**config.mk**
```make
export PLATFORM = sky130hd
export DESIGN_NAME = ahb_lite_master
export DESIGN_NICKNAME = d
export VERILOG_FILES = /design/src/rtl/ahb_pkg.sv /design/src/rtl/ahb_master_addr_gen.sv /design/src/rtl/ahb_lite_master.sv
export SDC_FILE = /design/constraint.sdc
export NUM_CORES = 1
export LEC_CHECK = 0
export CAP_MARGIN = 15
export CORE_ASPECT_RATIO = 1.5
export CORE_MARGIN = 3
export CORE_UTILIZATION = 42
export DETAILED_ROUTE_END_ITERATION = 16
export PLACE_DENSITY = 0.91
export SLEW_MARGIN = 20
export SYNTH_ARGS = -nofsm -noshare
export SYNTH_HDL_FRONTEND = slang
export SYNTH_SLANG_ARGS = --single-unit
```
**constraint.sdc**
```tcl
create_clock -name HCLK -period 2.3 [get_ports HCLK]
set_clock_uncertainty 0.1 [all_clocks]
set_input_delay 0.46 -clock HCLK [delete_from_list [all_inputs] [get_ports HCLK]]
set_output_delay 0.46 -clock HCLK [all_outputs]
set_load 0.01 [all_outputs]
```
**src/rtl/ahb_pkg.sv**
```systemverilog
// Shared AHB-Lite encodings and the master FSM state type.
package ahb_pkg;

   typedef enum logic [1:0] {
      IDLE   = 2'b00,
      BUSY   = 2'b01,
      NONSEQ = 2'b10,
      SEQ    = 2'b11
   } htrans_t;

   typedef enum logic [2:0] {
      SINGLE = 3'b000,
      INCR   = 3'b001
   } hburst_t;

   localparam logic [1:0] HRESP_OKAY  = 2'b00;
   localparam logic [1:0] HRESP_ERROR = 2'b01;
   localparam logic [2:0] HSIZE_WORD  = 3'b010;
   localparam logic [3:0] HPROT_DATA  = 4'b0011;

   typedef enum logic [2:0] {
      StIdle,
      StAddr,
      StBurst,
      StLast,
      StErr
   } mst_state_t;

endpackage

```
**src/rtl/ahb_master_addr_gen.sv**
```systemverilog
// Beat counter and word address incrementer for the AHB-Lite master; restarts
// the burst with NONSEQ whenever the next address lands on a 1 KB boundary.
module ahb_master_addr_gen
   import ahb_pkg::*;
#(
   parameter int unsigned ADDR_W = 32
) (
   input  logic              clk,
   input  logic              rst_n,
   input  logic              load,
   input  logic [ADDR_W-1:0] load_addr,
   input  logic [3:0]        load_beats_m1,
   input  logic              advance,
   output logic [ADDR_W-1:0] addr,
   output htrans_t           trans,
   output logic              last
);

   logic [ADDR_W-1:0] addr_q;
   logic [ADDR_W-1:0] addr_next;
   logic [3:0]        beats_q;
   htrans_t           trans_q;

   assign addr_next = addr_q + ADDR_W'(4);

   // Address and counter freeze on the final beat so HADDR keeps the last address.
   always_ff @(posedge clk or negedge rst_n) begin
      if (!rst_n) begin
         addr_q  <= '0;
         beats_q <= '0;
         trans_q <= NONSEQ;
      end else if (load) begin
         addr_q  <= {load_addr[ADDR_W-1:2], 2'b00};
         beats_q <= load_beats_m1;
         trans_q <= NONSEQ;
      end else if (advance && (beats_q != 4'd0)) begin
         addr_q  <= addr_next;
         beats_q <= beats_q - 4'd1;
         trans_q <= (addr_next[9:0] == 10'd0) ? NONSEQ : SEQ;
      end
   end

   assign addr  = addr_q;
   assign trans = trans_q;
   assign last  = (beats_q == 4'd0);

endmodule

```
**src/rtl/ahb_lite_master.sv**
```systemverilog
// AHB-Lite initiator: turns address/direction/beat-count commands into pipelined
// NONSEQ/SEQ transfers with wait-state and two-cycle ERROR handling.
module ahb_lite_master
   import ahb_pkg::*;
#(
   parameter int unsigned ADDR_W = 32,
   parameter int unsigned DATA_W = 32
) (
   input  logic              HCLK,
   input  logic              HRESETn,
   input  logic              cmd_valid,
   output logic              cmd_ready,
   input  logic              cmd_write,
   input  logic [ADDR_W-1:0] cmd_addr,
   input  logic [3:0]        cmd_beats_m1,
   input  logic [DATA_W-1:0] wr_data,
   output logic              wr_pop,
   output logic              rd_valid,
   output logic [DATA_W-1:0] rd_data,
   output logic              done,
   output logic              err,
   output logic              busy,
   output logic              HSELx,
   output logic [ADDR_W-1:0] HADDR,
   output logic              HWRITE,
   output logic [1:0]        HTRANS,
   output logic [2:0]        HBURST,
   output logic [2:0]        HSIZE,
   output logic [3:0]        HPROT,
   output logic [DATA_W-1:0] HWDATA,
   input  logic [DATA_W-1:0] HRDATA,
   input  logic              HREADY,
   input  logic [1:0]        HRESP
);

   mst_state_t        state_q, state_d;
   logic              write_q;
   hburst_t           burst_q;
   logic [DATA_W-1:0] hwdata_q;
   logic [DATA_W-1:0] rd_data_q;
   logic              rd_valid_q;
   logic              done_q;
   logic              err_q;

   logic              accept;
   logic              addr_phase;
   logic              data_phase;
   logic              addr_done;
   logic              data_done;
   logic              err_first;
   logic              rd_capture;
   logic [ADDR_W-1:0] gen_addr;
   htrans_t           gen_trans;
   logic              gen_last;

   assign accept     = (state_q == StIdle) && cmd_valid;
   assign addr_phase = (state_q == StAddr) || (state_q == StBurst);
   assign data_phase = (state_q == StBurst) || (state_q == StLast);
   assign err_first  = data_phase && (HRESP == HRESP_ERROR) && !HREADY;
   assign addr_done  = addr_phase && HREADY;
   assign data_done  = data_phase && HREADY;
   assign rd_capture = data_done && !write_q && (HRESP == HRESP_OKAY);

   ahb_master_addr_gen #(
      .ADDR_W (ADDR_W)
   ) u_addr_gen (
      .clk           (HCLK),
      .rst_n         (HRESETn),
      .load          (accept),
      .load_addr     (cmd_addr),
      .load_beats_m1 (cmd_beats_m1),
      .advance       (addr_done),
      .addr          (gen_addr),
      .trans         (gen_trans),
      .last          (gen_last)
   );

   always_comb begin
      state_d = state_q;
      unique case (state_q)
         StIdle: begin
            if (cmd_valid) state_d = StAddr;
         end
         StAddr, StBurst: begin
            if (err_first)   state_d = StErr;
            else if (HREADY) state_d = gen_last ? StLast : StBurst;
         end
         StLast: begin
            if (err_first)   state_d = StErr;
            else if (HREADY) state_d = StIdle;
         end
         StErr: begin
            if (HREADY) state_d = StIdle;
         end
         default: state_d = StIdle;
      endcase
   end

   always_ff @(posedge HCLK or negedge HRESETn) begin
      if (!HRESETn) begin
         state_q    <= StIdle;
         write_q    <= 1'b0;
         burst_q    <= SINGLE;
         hwdata_q   <= '0;
         rd_data_q  <= '0;
         rd_valid_q <= 1'b0;
         done_q     <= 1'b0;
         err_q      <= 1'b0;
      end else begin
         state_q    <= state_d;
         rd_valid_q <= rd_capture;
         done_q     <= ((state_q == StLast) || (state_q == StErr)) && HREADY;
         err_q      <= (state_q == StErr) && HREADY;
         if (rd_capture) rd_data_q <= HRDATA;
         if (wr_pop)     hwdata_q  <= wr_data;
         if (accept) begin
            write_q <= cmd_write;
            burst_q <= (cmd_beats_m1 == 4'd0) ? SINGLE : INCR;
         end
      end
   end

   // The first ERROR cycle must already show IDLE, so the mask is combinational on HRESP.
   assign HTRANS    = (addr_phase && !err_first) ? gen_trans : IDLE;
   assign HADDR     = gen_addr;
   assign HWRITE    = write_q;
   assign HBURST    = burst_q;
   assign HSIZE     = HSIZE_WORD;
   assign HPROT     = HPROT_DATA;
   assign HWDATA    = hwdata_q;
   assign HSELx     = (state_q != StIdle);
   assign wr_pop    = addr_done && write_q;
   assign cmd_ready = (state_q == StIdle);
   assign busy      = (state_q != StIdle);
   assign rd_valid  = rd_valid_q;
   assign rd_data   = rd_data_q;
   assign done      = done_q;
   assign err       = err_q;

endmodule

```
==> run metrics, run 1 <==
pwr dens=between 1000 and 1500 nW/um^2; Die Area=approximately 13000 sq um; Synth area leaders=dfrtp_1, nand2_1, mux2_2; crit path from=state_q[0]; CP max stage delay=roughly 0.40 ns; LEAKAGE=about 3.4 nW; final core utilization=0.6864; Hold Vio Cnt, Final=0; CTS tree=built; dpl cells=~870; Crit-path slowest cell=dfrtp_2; Tcrit/Tclk final=0.9848; HP Class=reg -> reg; IO Pins=223; Critical Path, Cell by Cell=buf_4 > a211o_1 > a21oi_2 > buf_4 > buf_4 > buf_4; maximum VDD drop=713.1 uV; share of cells above drive strength 1=0.1386; YS warnings=0; vias=4613; Area Overhead vs Synth=56.48%; design area=7710 sq um; Fmax achieved=roughly 0.44 GHz; r2r startpoint=u_addr_gen.addr[14]; Seq/Total Area, Yosys=0.5434; # fillers=about 820; setup violators final=0; EDFF count, synth=0; Yosys reg bits=roughly 110; ys async rst share=1.000; GPL Wtd Cong=between 0.9 and 1; largest net degree at the start of global routing=49; Yosys top cell area share=0.5434; global-route wire length before repair=about 24000 um; area of the multi-input gates=2090 sq um; grt ovf=0; WP data required=approximately 1.7 ns; initial antenna violation count=0; Worst Reg2Reg Path Length in Cells=5; synthesized cell area=between 4000 and 5000 sq um; DRC=0; Die X=approximately 94 um; CTS sink count=around 110; Root Buffer=clkbuf_16; Worst R2R End=u_addr_gen.addr[26]; area leader, netlist=dfrtp_1; DRT Pass-1 Iters=5; Initial Util=0.4387; CP Capture Point=HTRANS[1]; commonest non-fill, non-tap cells in the layout=clkdlybuf4s50_1, nand2_1, dfrtp_1; most frequent CP cell=buf_4; Setup TNS=0 ns; buffer and inverter count on the worst path=4; Total GRT Usage=0.2328; WL final=between 15000 and 20000 um; worst hold margin=a little under 0.4 ns; Die Ht=approximately 140 um; clk buf depth=2; most common flop cell mapped by yosys=dfrtp_1; area of placed instances=7342 sq um; Stages on worst setup path=6; DR vias/cell=5.183; cells after synthesis=between 500 and 600; RSZ-0062 raised after global routing=yes; Antenna Nets Post-Route=0; Reg2Reg Setup Slack=0.12 ns; syn_area_per_cell=approximately 9.7 sq um; Synth cell types=45; max-slew violations=0; nets@finish=roughly 850; Min Clock Period, post-route=around 2.3 ns; FP Rows=47; CTS buffer count=9; Clock Pin Slew Worst Setup and Hold Paths=approximately 0.08 ns; core area=11230 sq um; commonest non-fill, non-tap cell in the layout=clkdlybuf4s50_1; Worst setup EP type=output pin; Data arrival, critical path=1.71 ns; delay-heaviest family, CP=buffers and inverters; routed wirelength normalized by instance count=~17 um; Starting DRT DRC Count=200; Port Buffers=approximately 210; Startpoint Class=register; outcome=finished, final reports clean; number of global-route vias before repair=a little under 5000; Clock Latency Late Sink=0.34 ns; register area=2679 sq um; Final HPWL DP=around 12000 um; MaxCap Viol Count=0; H-tree levels=3; ant diodes=0; Max FO, Critical Path=4; non-filler cells, final=between 800 and 900; Worst Path Class, Setup=reg -> out
==> through the flow <==
step,power [mW],setup WS (ns)
4_1_cts,10.02,0.01207
3_3_place_gp,8.100,-0.4778
3_5_place_dp,8.360,-0.5751
2_1_floorplan,5.533,0.2797
5_1_grt,10.63,-0.01386
6_report,10.01,0.03489
==> area by class of cell <==
cell class / count / share of cell area
Inverter: 12 / 0.005842
Clock buffer: 9 / 0.02921
Tap cell: 147 / 0.02386
Clock inverter: 7 / 0.01136
Multi-Input combinational cell: 361 / 0.2710
Timing Repair Buffer: 247 / 0.3113
Sequential cell: 107 / 0.3475
==> synthesized netlist by cell type (all sizes together), types with 2 or more instances <==
master / instances
nand2: 135
dfrtp: 107
nor2: 33
mux2: 32
buf: 23
o21ai: 21
nand3: 16
a21oi: 14
nand4: 14
clkbuf: 12
inv: 12
nor3: 12
xor2: 10
a31oi: 8
nor4: 8
a211oi: 6
or3: 4
xnor2: 4
and2: 3
and3: 3
ha: 3
or4: 3
and4: 2
conb: 2
mux2i: 2
nor2b: 2
o21a: 2
o221a: 2
o31ai: 2
==> per-layer routing <==
| metal | wire (um) | GRT usage | share of wire |
|---|---|---|---|
| met5 | 0 | 0 | 0 |
| met4 | 443 | 0.08371 | 0.029 |
| met3 | 1113 | 0.04343 | 0.074 |
| met2 | 8089 | 0.4266 | 0.54 |
| met1 | 5378 | 0.2633 | 0.36 |
==> worst min path at each step <==
stage,from,endpoint,slack [ns],cells past startpoint
final,HWDATA[7],HWDATA[7],0.38,2
after detailed placement,HRESETn,HWDATA[16],0.28,1
after global routing,HWDATA[4],HWDATA[4],0.40,2
after CTS,HWDATA[14],HWDATA[14],0.39,2
after global placement,HRESETn,HWDATA[16],0.28,1
after floorplan,HRESETn,HBURST[0],0.06,0
==> cells by family (layout without fill, tap and decap cells) <==
family	after synthesis	count (layout)	share of synthesized area
AOI/OAI and AO/OA	61	61	0.07567
muxes	34	34	0.07720
adders and majority gates	3	3	0.007619
and+or+nand+nor	238	238	0.2199
xor gates and xnor gates	14	14	0.02641
DFF	107	107	0.5434
other	2	11	0.001524
buffers and inverters	47	275	0.04825
==> state kept, by name, summed over array words and instances (netlist names), 3 cells and up <==
signal	count
u_addr_gen.addr	30
state_q	3
rd_data	32
HWDATA	32
u_addr_gen.beats_q	4
==> worst register-to-register path, cell delays in order (launching register included) <==
cell	delay, ns
dfrtp_1	0.48
nand4_1	0.22
nor4_4	0.37
nand3_2	0.19
or4_1	0.54
a31oi_1	0.20
==> power breakdown <==
part,total (mW),switching (mW),leakage (nW),internal (mW)
registers,3.51,0.754,1.29,2.76
logic,4.88,2.22,1.92,2.67
clock network,1.62,0.741,0.155,0.874
==> repair_timing <==
| item | 4_1_cts | 5_1_grt |
|---|---|---|
| endpoints found under the hold margin | 22 | 0 |
| resized for setup | 22 | 5 |
| buffers inserted | 2 | 0 |
| hold buffers | 1 | 0 |
| setup endpoints to repair | 31 | 9 |
| pin swaps | 2 | 1 |
No activity file was read; power rests on OpenSTA's default activity.
==> run 2, diff against run 1 <==
--- a/config.mk
+++ b/config.mk
@@ -8,9 +8,10 @@
 export CAP_MARGIN = 15
 export CORE_ASPECT_RATIO = 1.5
 export CORE_MARGIN = 3
-export CORE_UTILIZATION = 42
+export CORE_UTILIZATION = 43
+export CTS_BUF_LIST = sky130_fd_sc_hd__clkbuf_8
 export DETAILED_ROUTE_END_ITERATION = 16
-export PLACE_DENSITY = 0.91
+export PLACE_DENSITY = 0.92
 export SLEW_MARGIN = 20
 export SYNTH_ARGS = -nofsm -noshare
 export SYNTH_HDL_FRONTEND = slang
==> run metrics, run 2 (same netlist as run 1, synthesis figures left out) <==
outcome=finished, final reports clean (unchanged); Antenna Nets Post-Route=0 (unchanged); clk buf depth=2 (unchanged); Fmax achieved=0.4639 GHz (was 0.4415 GHz); Die Area=12810 sq um (was 13090 sq um); commonest non-fill, non-tap cells in the layout=clkdlybuf4s50_1, nand2_1, dfrtp_1 (unchanged); Hold Startpoint=HWDATA[13] (was HWDATA[7]); maximum VDD drop=661.7 uV (was 713.1 uV); Die Ht=137.1 um (was 138.7 um); Root Buffer=clkbuf_8 (was clkbuf_16); Data arrival, critical path=1.60 ns (was 1.71 ns); initial antenna violation count=0 (unchanged); worst hold endpoint=HWDATA[13] (was HWDATA[7]); Area Overhead vs Synth=52.92% (was 56.48%); Tcrit/Tclk final=0.9372 (was 0.9848); routed wirelength normalized by instance count=16.50 um (was 16.88 um); Total GRT Usage=0.2222 (was 0.2328); global-route wire length before repair=22540 um (was 24260 um); DRC=0 (unchanged); vias=4654 (was 4613); Initial Util=0.4433 (was 0.4387); WL final=14620 um (was 15020 um); LEAKAGE=3.287 nW (was 3.371 nW); Reg2Reg Setup Slack=0.14 ns (was 0.12 ns); r2r startpoint=u_addr_gen.beats_q[0] (was u_addr_gen.addr[14]); Final Power=9.363 mW (was 10.01 mW); DRT Pass-1 Iters=5 (unchanged); Starting DRT DRC Count=146 (was 200); Clock Pin Slew Worst Setup and Hold Paths=0.10 ns (was 0.08 ns); FP Rows=47 (unchanged); Startpoint Class=register (unchanged); CTS buffer count=9 (unchanged); GPL Wtd Cong=0.8749 (was 0.9010); MaxCap Viol Count=0 (unchanged); IO Pins=223 (unchanged); Port Buffers=209 (unchanged); Rel. slew slack=0.6652; nets@finish=844 (was 848); Clock Latency Late Sink=0.36 ns (was 0.34 ns); H-tree levels=3 (unchanged); HP Class=reg -> reg (unchanged); WP data required=1.74 ns (about the same); setup violators final=0 (unchanged); Worst R2R End=u_addr_gen.beats_q[1] (was u_addr_gen.addr[26]); commonest non-fill, non-tap cell in the layout=clkdlybuf4s50_1 (unchanged); CTS sink count=107 (unchanged); DR vias/cell=5.253 (was 5.183); # fillers=821 (was 819); pwr dens=1243 nW/um^2 (was 1298 nW/um^2); Tightest Pin Transition=0.5022 ns; largest net degree at the start of global routing=43 (was 49); Final HPWL DP=11410 um (was 11540 um); CTS tree=built (unchanged); Hold Vio Cnt, Final=0 (unchanged); Worst setup EP type=output pin (unchanged); Die X=93.40 um (was 94.44 um); share of cells above drive strength 1=0.1326 (was 0.1386); Min Clock Period, post-route=2.156 ns (was 2.265 ns); number of global-route vias before repair=4643 (was 4841); max-slew violations=0 (unchanged); design area=7535 sq um (was 7710 sq um); ant diodes=0 (unchanged); grt ovf=0 (unchanged); Worst Reg2Reg Path Length in Cells=8 (was 5); Hold Crit Depth=2 (unchanged); core area=11110 sq um (was 11230 sq um); area of placed instances=7307 sq um (was 7342 sq um); Worst Path Class, Setup=reg -> out (unchanged); Max FO, Critical Path=7 (was 4)
-- run 2: worst max-delay path by stage --
stage | start | end | slack, ns | depth (start not counted)
2_1_floorplan | u_addr_gen.addr[2] | u_addr_gen.addr[26] | 0.28 | 6
3_3_place_gp | HRESP[0] | HTRANS[0] | -0.51 | 6
3_5_place_dp | HRESP[1] | HTRANS[0] | -0.51 | 6
4_1_cts | u_addr_gen.beats_q[0] | u_addr_gen.beats_q[1] | 0.03 | 8
5_1_grt | u_addr_gen.beats_q[0] | u_addr_gen.beats_q[1] | -0.004 | 8
6_report | state_q[1] | HSELx | 0.14 | 5
-- run 2: what timing repair did --
action / in CTS / in global routing
hold buffers: 1 / 0
setup endpoints to repair: 6 / 6
endpoints found under the hold margin: 38 / 0
buffers inserted: 1 / 0
cloned: 0 / 0
resized for setup: 21 / 3
pin swaps: 2 / 0
-- run 2: layer usage --
layer / up-vias / GRT usage / routed length (um)
li1: 2154 / - / -
met1: 2240 / 0.2481 / 5268
met2: 223 / 0.4111 / 7996
met3: 37 / 0.03520 / 887
met4: 0 / 0.09698 / 466
met5: - / 0 / 0
-- run 2: metrics by stage --
step	instances	util	TNS (ns)	hold slack (ns)	setup WS (ns)
floorplan	515	-	0	0.06441	0.2797
global placement	868	0.6574	-9.100	0.3586	-0.5136
detailed placement	868	0.6574	-8.271	0.3640	-0.5130
CTS	886	0.6769	0	0.3890	0.03282
global route	886	0.6779	-0.005622	0.4076	-0.004097
finish	886	0.6779	0	0.3847	0.1444
-- run 2: critical path, cell delays in order, from the launching register on --
cell           delay, ns
dfrtp_1             0.39
buf_4               0.17
nor3_2              0.19
buf_4               0.15
inv_1               0.04
dlygate4sd2_1       0.28
-- run 2: where the power goes --
part           total [mW]  internal (mW)  switching, mW
Sequential           3.49           2.75          0.738
Clock                1.11          0.423          0.688
Combinational        4.76           2.58           2.18
Total                9.36           5.76           3.61
-- run 2: layout make-up --
class | count | area (sq um) | area share
tap | 147 | 183.9 | 0.02441
timing repair buffer | 243 | 2357 | 0.3129
clock inverter | 7 | 66.31 | 0.008801
inverter | 12 | 45.04 | 0.005978
sequential | 107 | 2678 | 0.3554
multi-input combinational | 361 | 2081 | 0.2762
clock buffer | 9 | 123.9 | 0.01644
==> run 3, diff against run 2 <==
--- a/config.mk
+++ b/config.mk
@@ -6,7 +6,7 @@
 export NUM_CORES = 1
 export LEC_CHECK = 0
 export CAP_MARGIN = 15
-export CORE_ASPECT_RATIO = 1.5
+export CORE_ASPECT_RATIO = 0.8
 export CORE_MARGIN = 3
 export CORE_UTILIZATION = 43
 export CTS_BUF_LIST = sky130_fd_sc_hd__clkbuf_8
==> run metrics, run 3 (same netlist as run 1, synthesis figures left out) <==
Root Buffer=clkbuf_8 (unchanged); Worst Path Class, Setup=reg -> reg (was reg -> out); Die X=125.7 um (was 93.40 um); CTS sink count=107 (unchanged); CTS buffer count=9 (unchanged); WP data required=2.50 ns (was 1.74 ns); Antenna Nets Post-Route=0 (unchanged); PnR worst setup slack=0.05637 ns (was 0.1444 ns); number of global-route vias before repair=4774 (was 4643); H-tree levels=3 (unchanged); pre-CTS setup slack=-0.4997 ns (was -0.5130 ns); vias=4658 (was 4654); HP Class=reg -> reg (unchanged); Die Area=12790 sq um (was 12810 sq um); commonest non-fill, non-tap cell in the layout=clkdlybuf4s50_1 (unchanged); register area=2679 sq um (was 2678 sq um); Final Power=9.465 mW (was 9.363 mW); maximum VDD drop=942.2 uV (was 661.7 uV); Port Buffers=209 (unchanged); WL final=14970 um (was 14620 um); area of the multi-input gates=2107 sq um (was 2081 sq um); DRT Pass-1 Iters=5 (unchanged); MaxCap Viol Count=0 (unchanged); setup violators final=0 (unchanged); Fmax achieved=0.4457 GHz (was 0.4639 GHz); Rel. slew slack=0.6654 (was 0.6652); RSZ-0062 raised after global routing=yes; Data arrival, critical path=2.44 ns (was 1.60 ns); nets@finish=843 (was 844); FP Rows=34 (was 47); Tightest Pin Transition=0.5019 ns (was 0.5022 ns); Max FO, Critical Path=5 (was 7); Hold Vio Cnt, Final=0 (unchanged); Starting DRT DRC Count=265 (was 146); Startpoint Class=register (unchanged); GPL Wtd Cong=0.9174 (was 0.8749); crit path from=u_addr_gen.beats_q[0] (was state_q[1]); Worst setup EP type=register (was output pin); largest net degree at the start of global routing=40 (was 43); Clock Latency Late Sink=0.36 ns (about the same); clk buf depth=2 (unchanged); routed wirelength normalized by instance count=16.97 um (was 16.50 um); Final HPWL DP=11360 um (was 11410 um); core area=11020 sq um (was 11110 sq um); CTS tree=built (unchanged); share of cells above drive strength 1=0.1396 (was 0.1326); global-route wire length before repair=23730 um (was 22540 um); DR vias/cell=5.281 (was 5.253); Initial Util=0.4472 (was 0.4433); pwr dens=1250 nW/um^2 (was 1243 nW/um^2); max-slew violations=0 (unchanged); outcome=finished, final reports clean (unchanged); LEAKAGE=3.302 nW (was 3.287 nW); Hold Startpoint=HWDATA[17] (was HWDATA[13]); commonest non-fill, non-tap cells in the layout=clkdlybuf4s50_1, nand2_1, dfrtp_1 (unchanged); Clock Pin Slew Worst Setup and Hold Paths=0.11 ns (was 0.10 ns); Die Ht=101.7 um (was 137.1 um); IO Pins=223 (unchanged); DRC=0 (unchanged); initial antenna violation count=0 (unchanged); ant diodes=0 (unchanged); Total GRT Usage=0.2292 (was 0.2222); Tcrit/Tclk final=0.9755 (was 0.9372); Min Clock Period, post-route=2.244 ns (was 2.156 ns); Area Overhead vs Synth=53.68% (was 52.92%); grt ovf=0 (unchanged); # fillers=810 (was 821); r2r startpoint=u_addr_gen.beats_q[0] (unchanged)
## run 3: final timing paths
check                                       to  slack [ns]  cells past startpoint
hold reg to reg                     HWDATA[17]        0.38                      2
setup / recovery           u_addr_gen.addr[17]        0.06                      8
hold / removal                      HWDATA[17]        0.38                      2
min in group asynchronous          rd_data[22]        0.52                      2
max in group asynchronous           HWDATA[28]        0.92                      3
setup reg to reg           u_addr_gen.addr[17]        0.06                      8
## run 3: worst max-delay path, cell delays in order (launching register included)
cell and delay, ns:
dfrtp_1 0.38, inv_1 0.09, ha_1 0.19, nor3b_2 0.15
buf_4 0.15, nand3b_1 0.26, nor4_1 0.48, mux2i_1 0.24
o21a_1 0.14
## run 3: where the power goes
| part | switching (mW) | internal (mW) | total [mW] | leakage (nW) |
|---|---|---|---|---|
| sequential | 0.766 | 2.75 | 3.52 | 1.29 |
| clock | 0.676 | 0.412 | 1.09 | 0.0886 |
| combinational | 2.23 | 2.63 | 4.86 | 1.92 |
| total | 3.67 | 5.80 | 9.46 | 3.30 |
## run 3: final cells by class
type | instances | area share
Clock buffer | 9 | 0.01636
Clock inverter | 7 | 0.007601
Inverter | 12 | 0.005948
Multi-Input combinational cell | 361 | 0.2783
Sequential cell | 107 | 0.3538
Tap cell | 144 | 0.02379
Timing Repair Buffer | 242 | 0.3143
## run 3: through the flow
stage	setup TNS, ns	cell area [sq um]	hold WS [ns]	utilization	instances
after floorplan	0	4961	0.06441	-	515
after global placement	-6.274	7286	0.3472	0.6613	861
after detailed placement	-8.842	7286	0.3582	0.6613	861
after CTS	0	7503	0.3913	0.6810	879
after global routing	-0.06429	7572	0.4108	0.6873	882
final	0	7572	0.3837	0.6873	882
## run 3: timing repair
item	in CTS	in global routing
endpoints found under the setup margin	9	14
hold endpoints to repair	36	0
hold buffers	1	0
resized for setup	22	12
setup buffers	1	3
pin swaps	3	2
## run 3: metal layers
metal  track usage  wire length (um)
met1        0.2796              5947
met2        0.3961              7419
met3       0.06695              1225
met4       0.07500               377
met5             0                 0
